**config.mk**
```make
export PLATFORM = sky130hd
export DESIGN_NAME = fifo_packet_vc
export DESIGN_NICKNAME = d
export VERILOG_FILES = /design/src/rtl/fifo_packet_vc.sv
export SDC_FILE = /design/constraint.sdc
export NUM_CORES = 1
export LEC_CHECK = 0
export CORE_MARGIN = 5
export CORE_UTILIZATION = 45
export DETAILED_ROUTE_END_ITERATION = 12
export GPL_TIMING_DRIVEN = 0
export PLACE_DENSITY = 0.75
export SYNTH_ARGS = -nofsm -noshare
export SYNTH_HDL_FRONTEND = slang
export SYNTH_SLANG_ARGS = --single-unit
```
**constraint.sdc**
```tcl
create_clock -name clk -period 7.29 [get_ports clk]
set_clock_uncertainty 0.2 [all_clocks]
set_input_delay 1.8225 -clock clk [delete_from_list [all_inputs] [get_ports clk]]
set_output_delay 1.8225 -clock clk [all_outputs]
set_load 0.01 [all_outputs]
```
**src/rtl/fifo_packet_vc.sv**
```systemverilog
// Multi-VC packet input buffer: NUM_VC independent first-word-fall-through queues
// sharing one write port, with per-VC pop, credit, almost-full, count and sticky error.
`ifndef INPUT_QUEUE_DEPTH
`define INPUT_QUEUE_DEPTH 4
`endif

package fifo_packet_vc_pkg;
  localparam int PKT_W = 32;
  typedef logic [PKT_W-1:0] packet_t;
endpackage

module fifo_packet_vc
  import fifo_packet_vc_pkg::*;
#(
  parameter int DEPTH    = `INPUT_QUEUE_DEPTH,
  parameter int NUM_VC   = 2,
  parameter int AF_LEVEL = DEPTH - 1,
  parameter int VC_W     = (NUM_VC > 1) ? $clog2(NUM_VC) : 1,
  parameter int CNT_W    = $clog2(DEPTH + 1)
) (
  input  logic              clk,
  input  logic              reset_n,
  input  logic              ce,
  input  packet_t           i_data,
  input  logic              i_data_val,
  input  logic [VC_W-1:0]   i_vc,
  input  logic [NUM_VC-1:0] i_en,
  output packet_t           o_data        [NUM_VC],
  output logic [NUM_VC-1:0] o_data_val,
  output logic [NUM_VC-1:0] o_en,
  output logic [NUM_VC-1:0] o_almost_full,
  output logic [CNT_W-1:0]  o_count       [NUM_VC],
  output logic [NUM_VC-1:0] o_err
);

  localparam int PTR_W = $clog2(DEPTH);

  packet_t           mem      [NUM_VC][DEPTH];
  logic [PTR_W-1:0]  wr_ptr   [NUM_VC];
  logic [PTR_W-1:0]  rd_ptr   [NUM_VC];
  logic [PTR_W-1:0]  wr_ptr_n [NUM_VC];
  logic [PTR_W-1:0]  rd_ptr_n [NUM_VC];
  logic [CNT_W-1:0]  count_n  [NUM_VC];
  packet_t           head_n   [NUM_VC];
  logic [NUM_VC-1:0] wr_fire;
  logic [NUM_VC-1:0] pop;
  logic [NUM_VC-1:0] err_n;
  logic              vc_ok;
  logic              wr_req;

  function automatic logic [PTR_W-1:0] ptr_inc(input logic [PTR_W-1:0] p);
    return (p == PTR_W'(DEPTH - 1)) ? '0 : p + PTR_W'(1);
  endfunction

  // NOTE: every variable driven here gets a default before any condition, so no latches.
  always_comb begin
    // One extra bit keeps the range check meaningful when NUM_VC is a power of two.
    vc_ok  = ({1'b0, i_vc} < (VC_W + 1)'(NUM_VC));
    wr_req = ce && i_data_val && vc_ok;
    err_n  = o_err;
    for (int v = 0; v < NUM_VC; v++) begin
      pop[v]     = ce && i_en[v] && (o_count[v] != '0);
      // A pop in the same edge frees the slot, so a full VC can still take the write.
      wr_fire[v] = wr_req && (i_vc == VC_W'(v)) &&
                   ((o_count[v] != CNT_W'(DEPTH)) || pop[v]);
      wr_ptr_n[v] = wr_fire[v] ? ptr_inc(wr_ptr[v]) : wr_ptr[v];
      rd_ptr_n[v] = pop[v]     ? ptr_inc(rd_ptr[v]) : rd_ptr[v];
      count_n[v]  = o_count[v] + CNT_W'(wr_fire[v]) - CNT_W'(pop[v]);

      // A lone entry that arrives this edge is not in mem yet, so bypass it to the head.
      head_n[v] = o_data[v];
      if (wr_fire[v] && (count_n[v] == CNT_W'(1)))
        head_n[v] = i_data;
      else if (count_n[v] != '0)
        head_n[v] = mem[v][rd_ptr_n[v]];

      if (wr_req && (i_vc == VC_W'(v)) && !wr_fire[v]) err_n[v] = 1'b1;
      if (ce && i_en[v] && (o_count[v] == '0))          err_n[v] = 1'b1;
    end
    if (ce && i_data_val && !vc_ok) err_n[0] = 1'b1;
  end

  // NOTE: storage is cleared on reset because queued packets must not survive it.
  always_ff @(posedge clk) begin
    if (!reset_n) begin
      o_data_val    <= '0;
      o_en          <= '1;
      o_almost_full <= '0;
      o_err         <= '0;
      for (int v = 0; v < NUM_VC; v++) begin
        wr_ptr[v]  <= '0;
        rd_ptr[v]  <= '0;
        o_count[v] <= '0;
        o_data[v]  <= '0;
        for (int d = 0; d < DEPTH; d++) mem[v][d] <= '0;
      end
    end else if (ce) begin
      o_err <= err_n;
      for (int v = 0; v < NUM_VC; v++) begin
        if (wr_fire[v]) mem[v][wr_ptr[v]] <= i_data;
        wr_ptr[v]        <= wr_ptr_n[v];
        rd_ptr[v]        <= rd_ptr_n[v];
        o_count[v]       <= count_n[v];
        o_data[v]        <= head_n[v];
        o_data_val[v]    <= (count_n[v] != '0);
        o_en[v]          <= (count_n[v] != CNT_W'(DEPTH));
        o_almost_full[v] <= (count_n[v] >= CNT_W'(AF_LEVEL));
      end
    end
  end

endmodule

```
**Yosys cells after proc, flatten, opt, wreduce, memory -nomap -nowiden**

Memory sizes are Yosys's and may differ from the RTL's.
Cells that the tools add are included.

- Add/sub/neg operators: 8
- $lt $le $gt $ge: 8
- Equality and inequality tests: 10
- Muxes and demuxes: 298
- Bitwise logic cells: 265
- Reduce and logical (&&, ||, !) cells: 35

Operators by type and width:

| kind | count |
|---|---|
| $mux W32 | 10 |
| $mux W1 | 270 |
| $or A1 B1 Y1 | 260 |
| $mux W128 | 2 |
| $bmux W32 S2 | 2 |
| $demux W32 S2 | 2 |
| $mux W2 | 12 |
| $logic_and A1 B1 Y1 | 17 |
| $ge A3 B3 Y1 const B | 4 |
| $ne A3 B3 Y1 const B | 4 |
| $not A2 Y3 | 4 |
| $reduce_bool A3 Y1 | 4 |
| $add A2 B1 Y2 const B | 4 |
| $eq A2 B2 Y1 const B | 4 |
| $reduce_and A2 Y1 | 4 |
| $reduce_bool A2 Y1 | 4 |
| $add A3 B1 Y3 | 2 |
| $eq A3 B1 Y1 const B | 2 |
| $ge A3 B2 Y1 const B | 2 |
| $logic_not A3 Y1 | 2 |
| $lt A3 B1 Y1 const B | 2 |
| $sub A3 B1 Y3 | 2 |
| $logic_not A1 Y1 | 2 |
| $logic_or A1 B1 Y1 | 2 |
| $not A1 Y1 | 1 |

- Flip-flop bits (word level): 78
- Memory bits (writable): 264
- Input bits: 39
- Word-level logic and storage cells: 636
- Memories: 3

Memories:

| memory | depth | bits a word | read ports | clocked after Yosys merged registers in | write ports | RTL line | text |
|---|---|---|---|---|---|---|---|
| mem | 2 | 128 | 2 | 0 | 2 | 38 | `packet_t mem [NUM_VC][DEPTH];` |
| rd_ptr | 2 | 2 | 2 | 0 | 2 | 40 | `logic [PTR_W-1:0] rd_ptr [NUM_VC];` |
| wr_ptr | 2 | 2 | 2 | 0 | 2 | 39 | `logic [PTR_W-1:0] wr_ptr [NUM_VC];` |

**Depth between registers and ports, before layout**

- Depth in word-level cells: 10
- Mapped depth: 16
- Gate-level depth less buffers: 13

**Least setup slack after synthesis**

No wires, ideal clock.

- Path kind: input -> register
- Start point: input port ce
- End point: register o_data[22] (netlist bit)
- Setup time: 0.130 ns
- Data arrival time: 4.546 ns
- Data required time: 6.960 ns
- Setup slack: 2.414 ns
- Cell stages on the path: 15
- Buffers on the path: 4
- Cell sequence: buf_4 -> o311ai_4 -> inv_2 -> buf_2 -> buf_1 -> ha_1 -> inv_1 -> ha_1 -> inv_1 -> fa_1 -> xnor3_1 -> nand2_1 -> o21ai_1 -> clkbuf_1 -> o31ai_1

- Longest elaborated chain between the ends: 10

RTL lines:

| element | RTL line | text |
|---|---|---|
| start: declaration | 23 | `input logic ce,` |
| $logic_and A1 B1 Y1 (2 in a row) | 62 | `pop[v] = ce && i_en[v] && (o_count[v] != '0);` |
| $logic_or A1 B1 Y1 | 65 | `((o_count[v] != CNT_W'(DEPTH)) \|\| pop[v]);` |
| $logic_and A1 B1 Y1 | 64 | `wr_fire[v] = wr_req && (i_vc == VC_W'(v)) &&` |
| $add A3 B1 Y3 | 68 | `count_n[v] = o_count[v] + CNT_W'(wr_fire[v]) - CNT_W'(pop[v]);` |
| $sub A3 B1 Y3 | 68 |  |
| $eq A3 B1 Y1 | 72 | `if (wr_fire[v] && (count_n[v] == CNT_W'(1)))` |
| $logic_and A1 B1 Y1 | 72 |  |
| $reduce_bool A2 Y1 (no source line) | n/a |  |
| $reduce_and A2 Y1 (no source line) | n/a |  |
| end signal: indexed assignment | 104 | `o_data[v] <= head_n[v];` |
| end: declaration | 28 | `output packet_t o_data [NUM_VC],` |

Parallel ways exist; a longest one is shown, timed or not. The select of a mux whose other input is x is not followed.
A chain may end at the register's enable or synchronous reset.

**Worst setup path in the final report**

- Start point: input port i_en[1]
- End point: register o_data[13] (netlist bit)

- Longest elaborated chain between the ends: 10

RTL lines:

| element | RTL line | text |
|---|---|---|
| start: declaration | 27 | `input logic [NUM_VC-1:0] i_en,` |
| $logic_and A1 B1 Y1 (*) (2 in a row) | 62 |  |
| $logic_or A1 B1 Y1 | 65 |  |
| $logic_and A1 B1 Y1 | 64 |  |
| $add A3 B1 Y3 | 68 |  |
| $sub A3 B1 Y3 | 68 |  |
| $eq A3 B1 Y1 | 72 |  |
| $logic_and A1 B1 Y1 | 72 |  |
| $reduce_bool A2 Y1 (no source line) | n/a |  |
| $reduce_and A2 Y1 (no source line) | n/a |  |

Every way passes the cells marked *; elsewhere a longest branch is shown, timed or not. The select of a mux whose other input is x is not followed.

==> flow_summary.toml <==
[layout]
drive_gt1_share_pct = 6.353
fin_cells = 2035
area_growth_pct = 18.89
antenna_cells = 0
final_nets = 1602

[logic_synthesis]
synthMuxAreaShare_pct = 0.5957
synth-edff-count = 264
synthAdderAreaFrac_pct = 1.348
ys_ff_latch = 342
synth_top_family_by_area = "compound AO/OA/AOI/OAI gates"
yosysUniqueCellTypes = 48
synth_xor_area_share_pct = 0.5016
async_flop_share_pct = 0
syn-num-nets = 1443
yosysWarnings = 0
ys_seq_area_share_pct = 59.44
syn_area_per_cell_um2 = 11.50
mappedNetlistArea_um2 = 15960
synthSimpleGateAreaFrac_pct = 16.43
ys.flop_type = "edfxtp_1"
synthCells = 1388
synth-compound-area-share_pct = 18.50

[die]
die_area_um2 = 39340
num_io_pins = 117
rows = 69
die_h_um = 198.4
core_area_um2 = 35310
initial_core_util_pct = 45.21
die_x_um = 198.4

[timing]
max_slew_margin_pct = 27.83
setup_viol = 0
rsz0062_at_grt = "no"
tightest_slew_ns = 1.052
whs_ns = 0.2770
post-route-period-util_pct = 81.63
maxSlewViolCount = 0
min_period_ns = 5.950
fmax_mhz = 168.1
hold_viol_final = 0
timing.final.ws_setup_ns = 1.340
fin_setup_tns_ns = 0

[setup_path]
crit_chain = "clkdlybuf4s50_1 -> o311ai_4 -> inv_2 -> buf_2 -> buf_1 -> ha_1 -> inv_1 -> ha_1 -> inv_1 -> fa_1 -> xnor3_1 -> nand2_1 -> o21ai_1 -> clkbuf_1 -> o31ai_1"
worst_setup_path_start_kind = "input port"
required_ns = 7.47
worstPathArrival_ns = 6.13
critPathCaptureType = "register"
path_class = "in -> reg"
slowest_stage = "clkdlybuf4s50_1"
rr_worst_depth = 14
setup.worst_path.start = "i_en[1]"
critical_path.max_stage_delay_ns = 0.56
regToRegStartpoint = "o_count[1]"
path_max_fanout = 10

[power_and_ir_drop]
power_leakage_nw = 6.959
power_density_nw_per_um2 = 257.8
power_w = 0.004894
peakVddDrop_mv = 0.1727

[global_routing]
track_usage_pct = 23.26
grt_max_degree = 33
grt_pass1_wl_mm = 70.94
antenna_found_initial = 0
grt_overflow = 0
grt_pass1_vias = 12020

[min_path]
hold_start = "o_data[37]"
holdPathStages = 2
hp-class = "reg -> reg"

[placed_design]
gp_congestion = 0.8858
dpl.cell_count = 1969
port_buffers = 115
dp_hpwl_mm = 30.24
preCtsSetupSlack_ns = 0.8336

[cts]
postCtsSetupRepairBufs = 0
cts_buffer_depth = 3
cts_tree = "built"
clk_pin_slew_ns = 0.06
ctsResizeCount = 0
cts_root_buf = "clkbuf_16"
cts.sinks = 342
h-tree-depth = 2
insertion_delay_ns = 0.52
postCtsHoldBufs = 0
cts_made_buffers = 37

[route]
vias_per_cell = 5.991
totalWireLength_mm = 46.26
first_pass_iters = 7
dr.first_iter.drc_count = 1409
num_vias = 12190
postRouteAntennaNets = 0
wl_per_cell_um = 22.73
post-route-drc-count = 0

[run_status]
status = "finished, final reports clean"

[job]
cap_violations = 0
## power by group
part	internal (W)	switching [W]	total (W)	leakage, nW
registers	0.00222	0.0000757	0.00230	3.37
clock network	0.00107	0.000742	0.00181	0.562
logic	0.000319	0.000470	0.000789	3.03
## cell usage in the layout (no fill, tap or decap), types with 4 or more instances in the layout
cell / netlist / layout
o21ai_0: 36 / 36
dfxtp_1: 78 / 78
clkbuf_16: 0 / 38
a211oi_1: 32 / 32
o31ai_1: 64 / 64
inv_1: 15 / 15
nand2_1: 115 / 115
a22oi_1: 64 / 64
a21boi_0: 23 / 23
clkbuf_1: 70 / 87
nor3_1: 5 / 5
buf_2: 22 / 22
and2_1: 260 / 260
nor2b_1: 4 / 4
clkbuf_8: 0 / 6
and3_1: 8 / 8
ha_1: 14 / 14
nor2_1: 43 / 43
a2bb2oi_1: 32 / 32
o21ai_1: 4 / 4
clkdlybuf4s50_1: 0 / 115
o22ai_1: 34 / 34
nand3_1: 36 / 36
mux2i_1: 5 / 5
a21boi_1: 9 / 9
buf_1: 7 / 7
a21oi_1: 35 / 35
edfxtp_1: 264 / 264
o21a_1: 65 / 65
buf_12: 0 / 4
nand2b_2: 0 / 8
## cells by family after synthesis
logic type | after synthesis
adders and majority gates | 16
DFF | 342
AOI/OAI and AO/OA | 410
buffers and inverters | 121
xor gates and xnor gates | 6
and+or+nand+nor | 485
muxes | 8
## through the flow
step           utilization (%)  area [µm²]
6_report                 53.75       18980
5_1_grt                  53.75       18980
2_1_floorplan                -       15960
3_3_place_gp             50.10       17690
4_1_cts                  53.75       18980
3_5_place_dp             50.47       17820
## state kept, by name, indices dropped and copies added (netlist names)
signal         cells
rd_ptr             4
mem              256
o_en               2
wr_ptr             4
o_almost_full      2
o_data            64
o_err              2
o_count            6
o_data_val         2
## synthesized netlist by cell type, types with 22 or more instances
cell       count  area (µm²)
a211oi_1      32       240.2
a21boi_0      23       172.7
a21oi_1       35       175.2
a22oi_1       64       480.5
a2bb2oi_1     32       280.3
and2_1       260        1627
buf_2         22       110.1
clkbuf_1      70       262.8
dfxtp_1       78        1562
edfxtp_1     264        7928
nand2_1      115       431.7
nand3_1       36       180.2
nor2_1        43       161.4
o21a_1        65       488.0
o21ai_0       36       180.2
o22ai_1       34       212.7
o31ai_1       64       480.5
## worst max-delay path: cells and delay by family
family,cells,cell delay (ns)
compound gates,3,0.91
xor+xnor,1,0.29
fa+ha+maj,3,0.86
buf+inv,7,2.06
simple gates,1,0.14
## path summary, 6_finish.rpt
check | to | slack [ns]
max reg2reg | o_data[13] | 2.66
min reg2reg | o_data[37] | 0.28
min | o_data[37] | 0.28
max | o_data[13] | 1.34
## layer usage
layer  wire (µm)  global-route usage [%]  up-vias
met5           0                       0        -
met1       18700                   31.83     5959
li1            -                       -     5435
met2       21290                   37.22      657
met3        4400                   4.781      141
met4        1869                   7.932        0
## layout make-up
type | count | area [µm²]
buffer | 103 | 440.4
clock buffer | 61 | 1097
clock inverter | 5 | 62.56
fill | 2939 | 16330
inverter | 18 | 67.56
multi-input combinational | 925 | 5987
sequential | 342 | 9489
tap | 461 | 576.8
timing repair buffer | 120 | 1259
Note: power is estimated with default switching activity, not from simulation.
==> RTL edit (same settings) <==
The parameter `NUM_VC` goes from 2 to 1.
--- a/src/rtl/fifo_packet_vc.sv
+++ b/src/rtl/fifo_packet_vc.sv
@@ -13,7 +13,7 @@
   import fifo_packet_vc_pkg::*;
 #(
   parameter int DEPTH    = `INPUT_QUEUE_DEPTH,
-  parameter int NUM_VC   = 2,
+  parameter int NUM_VC   = 1,
   parameter int AF_LEVEL = DEPTH - 1,
   parameter int VC_W     = (NUM_VC > 1) ? $clog2(NUM_VC) : 1,
   parameter int CNT_W    = $clog2(DEPTH + 1)
Interface: changed (7 resized); port bits go from 117 to 77. No check against the original RTL was run, so the function may have changed too.
==> RTL edit against the unedited design <==
- combinational power down 55%
- critical path depth down 1
- synthesized area down 52%
- wire length down 54%
- utilization up 2.1 points
- cell area down 51%
- global-route usage down 1.4 points
- power down 53%
- sequential cell count down 171
- non-clock buffer count down 75
- sequential power down 55%
- first-iteration DRC count down 46%
- setup slack better by 0.32 ns
- count of clock-buffer cells in the layout down 40
==> RTL edit: results <==
export IMPL_slowest_stage="clkbuf_1"
export IMPL_vdd_ir_drop_max_mv=0.185
export IMPL_status="complete, no violations"
export IMPL_synth_most_common_cell="nand2_1"
export IMPL_numCtsBuffers=17
export IMPL_cts_path_max_buffers=2
export IMPL_reg_top3="mem (128), o_data (32), o_count (3)"
export IMPL_synth_edf_count=36
export IMPL_synth_area_top_cells="dfxtp_1, edfxtp_1, nand2_1, a21boi_0, o21ai_0"
export IMPL_grt_pass1_vias=6428
export IMPL_firstDrtPassIters=5
export IMPL_ys_seq_area_share_pct=49.6
export IMPL_gr_usage_met2_pct=34.7
export IMPL_first_iter_violations=755
export IMPL_min_delay_start="mem[0][93]$_SDFFE_PN0P_"
export IMPL_grt_pass1_wl_mm=34.3
export IMPL_routed_wl_mm=21.3
export IMPL_dpl_hpwl_mm=13.9
export IMPL_dominantRegCellSynth="dfxtp_1"
export IMPL_slew_headroom_pct=56.5
export IMPL_gr_usage_met3_pct=4.46
export IMPL_fin_ws_ns=1.65
export IMPL_place_ws_ns=1.43
export IMPL_vias=6761
export IMPL_htree_levels=4
export IMPL_met1_usage_pct=29.3
export IMPL_final_nets=1034
export IMPL_p_switching_uw=607
export IMPL_hold_path_end="mem[0][93]$_SDFFE_PN0P_"
export IMPL_drive_above_1_share_pct=6.80
export IMPL_critPathLaunch="i_en"
export IMPL_endpoint="o_data[22]$_SDFFE_PN0P_"
export IMPL_yosys_top_cells_count="nand2_1, dfxtp_1, o21ai_0"
export IMPL_arrival_ns=5.80
export IMPL_grt_usage_pct=21.9
export IMPL_syn_nets=940
export IMPL_r2r_setup_slack_ns=2.99
export IMPL_synth_cell_types=42
export IMPL_p_leak_uw=0.00354
export IMPL_grt_max_degree=20
## RTL edit: changes by cell type after synthesis, moves of 64 or more
cell / unedited run / this run
edfxtp_1: 264 / 36
and2_1: 260 / 35
nand2_1: 115 / 269
o21a_1: 65 / 0
a22oi_1: 64 / 0
o31ai_1: 64 / 0
## RTL edit: power groups by stage
stage	Combinational, µW	Clock (µW)	Sequential, µW
2_1_floorplan	177	0	1060
3_3_place_gp	342	0	1050
3_5_place_dp	350	0	1050
4_1_cts	353	907	1030
5_1_grt	384	948	1040
6_report	354	900	1030
## RTL edit: final cells by class
cell class | count | area [µm²]
fillers | 1566 | 7330
clock buffers | 21 | 460
clock inverters | 10 | 116
repair buffers | 75 | 768
multi-input cells | 644 | 3480
inverters | 6 | 22.5
plain buffers | 73 | 344
flip-flops and latches | 171 | 3780
well taps | 220 | 275
## RTL edit: logic make-up (layout without fill, tap and decap cells)
family          count (synthesis)  in the layout  synth area share, %
flops                         171            171                 49.6
compound gates                206            206                 19.1
mux                             6              6                0.919
fa+ha+maj                       8              8                 1.41
xor+xnor                        3              3                0.542
simple gates                  421            421                 23.6
buf+inv                        79            185                 4.81
## RTL edit: per-stage QoR
stage / instance area, µm² / util, % / hold slack, ns / total power (µW) / instances
5_1_grt: 9260 / 55.8 / 0.268 / 2370 / 1220
6_report: 9260 / 55.8 / 0.255 / 2290 / 1220
3_3_place_gp: 8640 / 52.1 / 0.241 / 1400 / 1188
4_1_cts: 9260 / 55.8 / 0.254 / 2290 / 1220
2_1_floorplan: 7620 / - / 0.234 / 1240 / 894
3_5_place_dp: 8680 / 52.3 / 0.245 / 1400 / 1189
## RTL edit: layer usage
metal	up-vias	part of all wire (%)	wire, µm
met2	277	46	9820
met3	41	6.8	1450
met4	0	2.5	535
li1	3220	-	-
met5	-	0	0
met1	3223	45	9540
